<file path="src/rtl/mips_pkg.sv">
// Shared types and constants for the fetch stage and the pipeline registers around it.
package mips_pkg;

    localparam int unsigned INSTR_W = 32;
    localparam logic [INSTR_W-1:0] NOP_INSTR = 32'h0;

    typedef enum logic [1:0] {
        REQ,
        RESP,
        DROP
    } fetch_state_t;

    typedef struct packed {
        logic [INSTR_W-1:0] instr;
        logic [INSTR_W-1:0] pc;
        logic [INSTR_W-1:0] pc_plus4;
    } ifid_t;

endpackage

</file>
<file path="src/rtl/if_id_reg.sv">
// Pipeline register with load/consume/flush; flush wins, load beats consume so
// a same-cycle consume+load keeps the stage valid.
module if_id_reg
    import mips_pkg::*;
(
    input  logic  clk,
    input  logic  reset_n,
    input  logic  load_i,
    input  logic  consume_i,
    input  logic  flush_i,
    input  ifid_t data_i,
    output logic  valid_o,
    output ifid_t data_o
);

    logic  valid_q, valid_d;
    ifid_t data_q, data_d;

    always_comb begin
        valid_d = valid_q;
        data_d  = data_q;
        if (flush_i) begin
            valid_d = 1'b0;
        end else if (load_i) begin
            valid_d = 1'b1;
            data_d  = data_i;
        end else if (consume_i) begin
            valid_d = 1'b0;
        end
    end

    // Payload keeps its last value when invalid; consumers qualify with valid_o.
    always_ff @(posedge clk or negedge reset_n) begin
        if (!reset_n) begin
            valid_q <= 1'b0;
            data_q  <= '{instr: NOP_INSTR, pc: '0, pc_plus4: '0};
        end else begin
            valid_q <= valid_d;
            data_q  <= data_d;
        end
    end

    assign valid_o = valid_q;
    assign data_o  = data_q;

endmodule

</file>
<file path="src/rtl/instr_fetch_unit.sv">
// Fetch stage: owns the PC, issues one imem request at a time, fills IF/ID,
// and handles redirects by discarding any response still in flight.
module instr_fetch_unit
    import mips_pkg::*;
#(
    parameter logic [INSTR_W-1:0] RESET_PC = 32'h0000_0000
) (
    input  logic               clk,
    input  logic               reset_n,
    output logic               imem_req,
    output logic [INSTR_W-1:0] imem_addr,
    input  logic               imem_gnt,
    input  logic               imem_rvalid,
    input  logic [INSTR_W-1:0] imem_rdata,
    output logic               imem_rready,
    input  logic               redirect,
    input  logic [INSTR_W-1:0] redirect_pc,
    input  logic               id_ready,
    output logic               if_valid,
    output logic [INSTR_W-1:0] if_instr,
    output logic [INSTR_W-1:0] if_pc,
    output logic [INSTR_W-1:0] if_pc_plus4
);

    localparam logic [INSTR_W-1:0] PC_STEP    = INSTR_W'(4);
    localparam logic [INSTR_W-1:0] ALIGN_MASK = ~INSTR_W'(3);

    fetch_state_t       state_q, state_d;
    logic [INSTR_W-1:0] pc_q, pc_d;
    logic               req_q, req_d;
    logic [INSTR_W-1:0] pc_plus4;
    logic               accept;
    logic               consume;
    logic               load;
    ifid_t              ifid_in;
    ifid_t              ifid_out;

    assign pc_plus4    = pc_q + PC_STEP;
    assign imem_req    = req_q;
    assign imem_addr   = pc_q;
    assign imem_rready = (state_q == RESP) ? (!if_valid || id_ready) : (state_q == DROP);
    assign accept      = imem_rvalid && imem_rready;
    assign consume     = if_valid && id_ready;
    assign load        = (state_q == RESP) && accept && !redirect;

    // Redirect overrides the PC; a request already granted must be drained in DROP.
    always_comb begin
        state_d = state_q;
        pc_d    = pc_q;
        unique case (state_q)
            REQ: begin
                if (req_q && imem_gnt) begin
                    state_d = redirect ? DROP : RESP;
                end
            end
            RESP: begin
                if (accept) begin
                    state_d = REQ;
                    pc_d    = pc_plus4;
                end else if (redirect) begin
                    state_d = DROP;
                end
            end
            DROP: begin
                if (imem_rvalid) begin
                    state_d = REQ;
                end
            end
            default: state_d = REQ;
        endcase
        if (redirect) begin
            pc_d = redirect_pc & ALIGN_MASK;
        end
        req_d = (state_d == REQ);
    end

    // req_q stays low through reset so nothing is requested until after release.
    always_ff @(posedge clk or negedge reset_n) begin
        if (!reset_n) begin
            state_q <= REQ;
            pc_q    <= RESET_PC & ALIGN_MASK;
            req_q   <= 1'b0;
        end else begin
            state_q <= state_d;
            pc_q    <= pc_d;
            req_q   <= req_d;
        end
    end

    assign ifid_in = '{instr: imem_rdata, pc: pc_q, pc_plus4: pc_plus4};

    if_id_reg u_if_id_reg (
        .clk       (clk),
        .reset_n   (reset_n),
        .load_i    (load),
        .consume_i (consume),
        .flush_i   (redirect),
        .data_i    (ifid_in),
        .valid_o   (if_valid),
        .data_o    (ifid_out)
    );

    assign if_instr    = ifid_out.instr;
    assign if_pc       = ifid_out.pc;
    assign if_pc_plus4 = ifid_out.pc_plus4;

endmodule

</file>
<file path="config.mk">
export PLATFORM = sky130hd
export DESIGN_NAME = instr_fetch_unit
export DESIGN_NICKNAME = d
export VERILOG_FILES = /design/src/rtl/mips_pkg.sv /design/src/rtl/if_id_reg.sv /design/src/rtl/instr_fetch_unit.sv
export SDC_FILE = /design/constraint.sdc
export NUM_CORES = 1
export LEC_CHECK = 0
export BUFFER_PORTS_ARGS = -buffer_cell sky130_fd_sc_hd__buf_2
export CAP_MARGIN = 10
export CORE_MARGIN = 3
export CORE_UTILIZATION = 51
export DETAILED_ROUTE_END_ITERATION = 12
export PLACE_DENSITY = 0.88
export SETUP_SLACK_MARGIN = 0.05
export SLEW_MARGIN = 15
export SYNTH_ARGS = -nofsm -noshare
export SYNTH_HDL_FRONTEND = slang
export SYNTH_HIERARCHICAL = 1
export SYNTH_SLANG_ARGS = --single-unit
</file>
<file path="constraint.sdc">
create_clock -name clk -period 2.9 [get_ports clk]
set_input_delay 0.58 -clock clk [delete_from_list [all_inputs] [get_ports clk]]
set_output_delay 0.58 -clock clk [all_outputs]
set_load 0.01 [all_outputs]
</file>
==> Yosys cells after proc, flatten, opt, wreduce, memory -nomap -nowiden <==
Cells that the tools add are included.
{ "classes": {"muxes": 13, "n_addsub": 1, "n_eq_ne": 2, "bitwise": 1, "reduce_logical": 15} }
{ "op_table": {"columns": ["op", "count"], "rows": [
  ["2-to-1 mux 32 bit", 3],
  ["adder 32 x 3 -> 32 bit, second input constant", 1],
  ["2-to-1 mux 2 bit", 5],
  ["one-hot mux 2 bit (3 select lines)", 1],
  ["logical AND 1 bit", 5],
  ["logical NOT 2 bit", 2],
  ["2-to-1 mux 1 bit", 4],
  ["AND reduction 2 bit", 2],
  ["nonzero test 2 bit", 2],
  ["nonzero test 3 bit", 1],
  ["== test 2 x 1 -> 1 bit, second input constant", 1],
  ["== test 2 bit, second input constant", 1],
  ["logical NOT 1 bit", 2],
  ["logical OR 1 bit", 1],
  ["inverter 1 bit", 1]
]} }
{ "totals": {"out_inout_bits": 131, "regBits": 132} }

==> Depth between registers and ports, before layout <==
{ "logic_depth": {"ltp_word": 8, "ltp_mapped": 10, "mapped_depth_nobuf": 7} }

==> Hierarchy <==
The synthesis kept the hierarchy.
{ "modules_own_cells": {"columns": ["mod", "instances", "seq_area_each_um2", "area_per_inst_um2", "cells_each"], "rows": [
  ["if_id_reg", 1, 2427.3, 3811.2, 208],
  ["instr_fetch_unit", 1, 825.8, 2339.7, 281]
]} }

==> Worst setup path before layout <==
No wires, ideal clock.
{ "synth_timing": {"path_type": "input to register", "start": "in id_ready", "end": "reg u_if_id_reg.data_q, in the netlist u_if_id_reg/data_o[50]", "path_buffers": 5, "path_slack_ps": 534, "setup_ps": 125, "arrival_time_ps": 2241, "stages": 10, "path_cell_list": "nor2b_1 or3_1 clkbuf_1 buf_2 nor2_1 nor2b_1 buf_6 buf_8 buf_12 mux2_4"} }
{ "synth_via": {"elab_chain_cells": 6} }
{ "synth_rtl": {"columns": ["item", "line", "text"], "rows": [
  ["start: declaration", "instr_fetch_unit.sv:18", "input logic id_ready,"],
  ["logical OR 1 bit", "instr_fetch_unit.sv:41", "assign imem_rready = (state_q == RESP) ? (!if_valid || id_ready) : (state_q == DROP);"],
  ["2-to-1 mux 1 bit", "instr_fetch_unit.sv:41", null],
  ["logical AND 1 bit", "instr_fetch_unit.sv:42", "assign accept = imem_rvalid && imem_rready;"],
  ["logical AND 1 bit (2 in a row)", "instr_fetch_unit.sv:44", "assign load = (state_q == RESP) && accept && !redirect;"],
  ["named net load", "instr_fetch_unit.sv:34", "logic load;"],
  ["AND reduction 2 bit (no source line)", null, null],
  ["end signal: assignment", "if_id_reg.sv:36", "data_q <= '{instr: NOP_INSTR, pc: '0, pc_plus4: '0};"],
  ["end signal: assignment", "if_id_reg.sv:39", "data_q <= data_d;"],
  ["end: declaration", "if_id_reg.sv:17", "ifid_t data_q, data_d;"]
]} }
The timed path passes the listed nets, and every way through them passes these cells.
A chain may end at the register's enable or synchronous reset.

==> Final worst setup path <==
{ "layout_timing": {"start": "reg pc_q[2] (netlist: imem_addr[2])", "end": "reg u_if_id_reg.data_q, in the netlist u_if_id_reg/data_o[26]"} }
{ "layout_via": {"elab_chain_cells": 1} }
{ "layout_rtl": {"columns": ["item", "line", "text"], "rows": [
  ["start: declaration", "instr_fetch_unit.sv:29", "logic [INSTR_W-1:0] pc_q, pc_d;"],
  ["start signal: assignment", "instr_fetch_unit.sv:81", "pc_q <= RESET_PC & ALIGN_MASK;"],
  ["start signal: assignment", "instr_fetch_unit.sv:85", "pc_q <= pc_d;"],
  ["adder 32 x 3 -> 32 bit", "instr_fetch_unit.sv:38", "assign pc_plus4 = pc_q + PC_STEP;"],
  ["named net pc_plus4[26]", "instr_fetch_unit.sv:31", "logic [INSTR_W-1:0] pc_plus4;"]
]} }
The timed path passes the listed nets, and every way through them passes these cells.

==> flow_summary.yaml <==
run_status:
  status: "complete, no violations"
timing:
  hold_viol: 0
  worstMarginPinSlew_ns: 0.7253
  setup_viol: 0
  hold_ws_ns: 0.1047
  slew_headroom: 0.5120
  rsz0062_at_grt: "no"
  fin_tns_setup_ns: 0
  finalMaxSlewViolations: 0
  timing.final.crit_share: 0.8637
  max_freq_ghz: 0.3992
  period_minus_slack_ns: 2.505
  fin_worst_skew_ns: 0.007005
synth:
  synth_enable_flop_cells: 0
  synth_compound_area_frac: 0.02828
  synth_mux_area_frac: 0.2036
  synth_top_cell_area_share: 0.5289
  yosysTopAreaCell: "dfrtp_1"
  ys_async_sr_fraction: 1.000
  synth_xor_area_frac: 0.07974
  synth-seq-cells: 130
  ys_warn_count: 6
  synthAdderAreaFrac: 0.002034
  synth_cell_type_count: 42
  syn_inst: 489
  synth_top_family_by_area: "multiplexers"
  syn_area_sq_um: 6151
  seq_area_frac_synth: 0.5289
  yosys_most_used_dff: "dfrtp_1"
  ys_top_cells_by_area: "dfrtp_1 53%, mux2_2 10%, mux2_4 9.8%"
  synth-simple-area-share: 0.1180
  syn_area_per_cell_sq_um: 12.58
drt:
  vias: 4509
  drt.antenna.violating_nets: 0
  dr.pass1.iters: 4
  wirelength_um: 15240
  drc: 0
  via_per_inst: 5.349
  drt-initial-drc-count: 360
  post_drt_wl_per_cell_um: 18.08
global_route:
  grt_max_degree: 63
  grt-ovfl-total: 0
  grt_pass1_vias: 4597
  antenna_found_initial: 2
  grt_pass1_wl_um: 24270
  grt_util_all_layers: 0.2368
worst_hold_path:
  hp-class: "in2async"
critical_path:
  cp_max_fo: 6
  end_kind: "flop"
  crit_arrival_ns: 2.80
  startpoint_type: "flop"
  crit_required_ns: 3.20
  criticalPathCategory: "reg2reg"
clocking:
  root_buffer: "clkbuf_16"
  cts_max_path_buffers: 2
  cts_sinks: 130
  clk_latency_ns: 0.42
  cts_hold_buf: 0
  cts-htree-levels: 4
  cts_buffers: 17
  cts_setup_buffers: 0
  cts_tree: "yes"
  cts_resized: 0
  clk_pin_slew_worst_paths_ns: 0.05
floorplan:
  dieArea_sq_um: 13410
  die_h_um: 115.8
  ios: 201
  fp.dieW_um: 115.8
  core_area_sq_um: 11610
  start_util: 0.5296
  core.rowCount: 39
layout:
  syn_to_final_growth_pct: 28.23
  n_fill_cell: 876
  drive_gt1_frac: 0.4900
  diodes: 0
  finalNetCount: 758
flow_run:
  maxCapViolCount: 0
placement:
  place.detailed.hpwl_um: 10530
  gp_congestion: 0.7607
  io_buffers: 196
power:
  p_leak_uw: 0.003901
  peakVddDrop_uv: 542.1
  cellPowerDensity_nw_per_um2: 911.5
[registers in the layout (all words and copies together) (netlist names)]
name and flops:
imem_req 1, imem_addr 30, u_if_id_reg/data_o 96, u_if_id_reg/valid_o 1, state_q 2
[metrics by stage]
step	total power, uW	utilization	cells	cell area (sq um)	worst slack [ns]
floorplan	3896	-	494	6170	0.5336
global placement	4696	0.6210	811	7212	0.4805
detailed placement	4797	0.6210	811	7212	0.3984
finish	7190	0.6792	843	7888	0.3953
CTS	7262	0.6792	843	7888	0.3981
global route	7566	0.6792	843	7888	0.2477
[synth_stat cells (5+ instances only)]
cell type and instances:
o21ai_1 9, nor4_1 10, clkbuf_1 9, nand3_1 19, nor2_1 12, nand2_1 49, nand4_1 11, mux2_4 40
xnor2_1 34, nor3_1 5, xor2_1 22, dfrtp_1 130, o21ai_0 21, mux2_2 57, buf_2 13, and3_1 5
[path summary, 6_finish.rpt]
kind	start	endpoint	slack, ns	cells past startpoint
min in group clk	redirect_pc[6]	imem_addr[6]	0.38	3
worst min register to register	u_if_id_reg/data_o[28]	u_if_id_reg/data_o[28]	0.50	1
max in group asynchronous	reset_n	u_if_id_reg/data_o[75]	2.01	2
worst max-delay path	imem_addr[2]	u_if_id_reg/data_o[26]	0.40	7
worst min-delay path	reset_n	u_if_id_reg/data_o[50]	0.10	1
worst max register to register	imem_addr[2]	u_if_id_reg/data_o[26]	0.40	7
[cell usage in the layout, fill, tap and decap left out, types with 12 or more instances in the layout]
cell | Yosys | layout
xnor2_1 | 34 | 34
clkbuf_16 | 0 | 17
o21ai_0 | 21 | 21
buf_2 | 13 | 195
nand2_1 | 49 | 49
mux2_2 | 57 | 57
nor2_1 | 12 | 12
dfrtp_1 | 130 | 130
nand3_1 | 19 | 19
xor2_1 | 22 | 22
mux2_4 | 40 | 40
[layout make-up]
| type | count | area [sq um] | area share |
|---|---|---|---|
| clock buffer | 19 | 442.9 | 0.05615 |
| clock inverter | 13 | 232.7 | 0.02951 |
| inverter | 4 | 15.01 | 0.001904 |
| multi-input combinational | 329 | 2685 | 0.3404 |
| sequential | 130 | 3253 | 0.4124 |
| tap | 143 | 178.9 | 0.02268 |
| timing repair buffer | 205 | 1080 | 0.1369 |
[logic make-up (layout without fill, tap and decap cells)]
family / Yosys count / count (layout)
simple gates: 134 / 134
flops: 130 / 130
mux: 98 / 98
xor+xnor: 56 / 56
buf+inv: 35 / 241
compound gates: 34 / 34
fa+ha+maj: 1 / 1
other cells: 1 / 6
[critical path: stages, from the launching register on]
cell and delay, ns:
dfrtp_1 0.47, ha_1 0.27, and3_1 0.20, and2_1 0.31, nor4b_2 0.52, nand4_1 0.18, xnor2_1 0.15, mux2_2 0.27
[per-layer routing]
| metal | track usage | part of all wire | vias up | wire (um) |
|---|---|---|---|---|
| met5 | 0 | 0.0018 | - | 27 |
| met4 | 0.08043 | 0.016 | 4 | 249 |
| met3 | 0.08407 | 0.088 | 24 | 1345 |
| met2 | 0.3767 | 0.47 | 182 | 7227 |
| met1 | 0.3031 | 0.42 | 2208 | 6389 |
| li1 | - | - | 2091 | - |
[power by group]
part	switching, uW	internal [uW]	leakage [uW]
combinational	903	1070	0.00192
clock	776	1630	0.000315
sequential	398	2410	0.00167
Note: power is estimated with default switching activity, not from simulation.
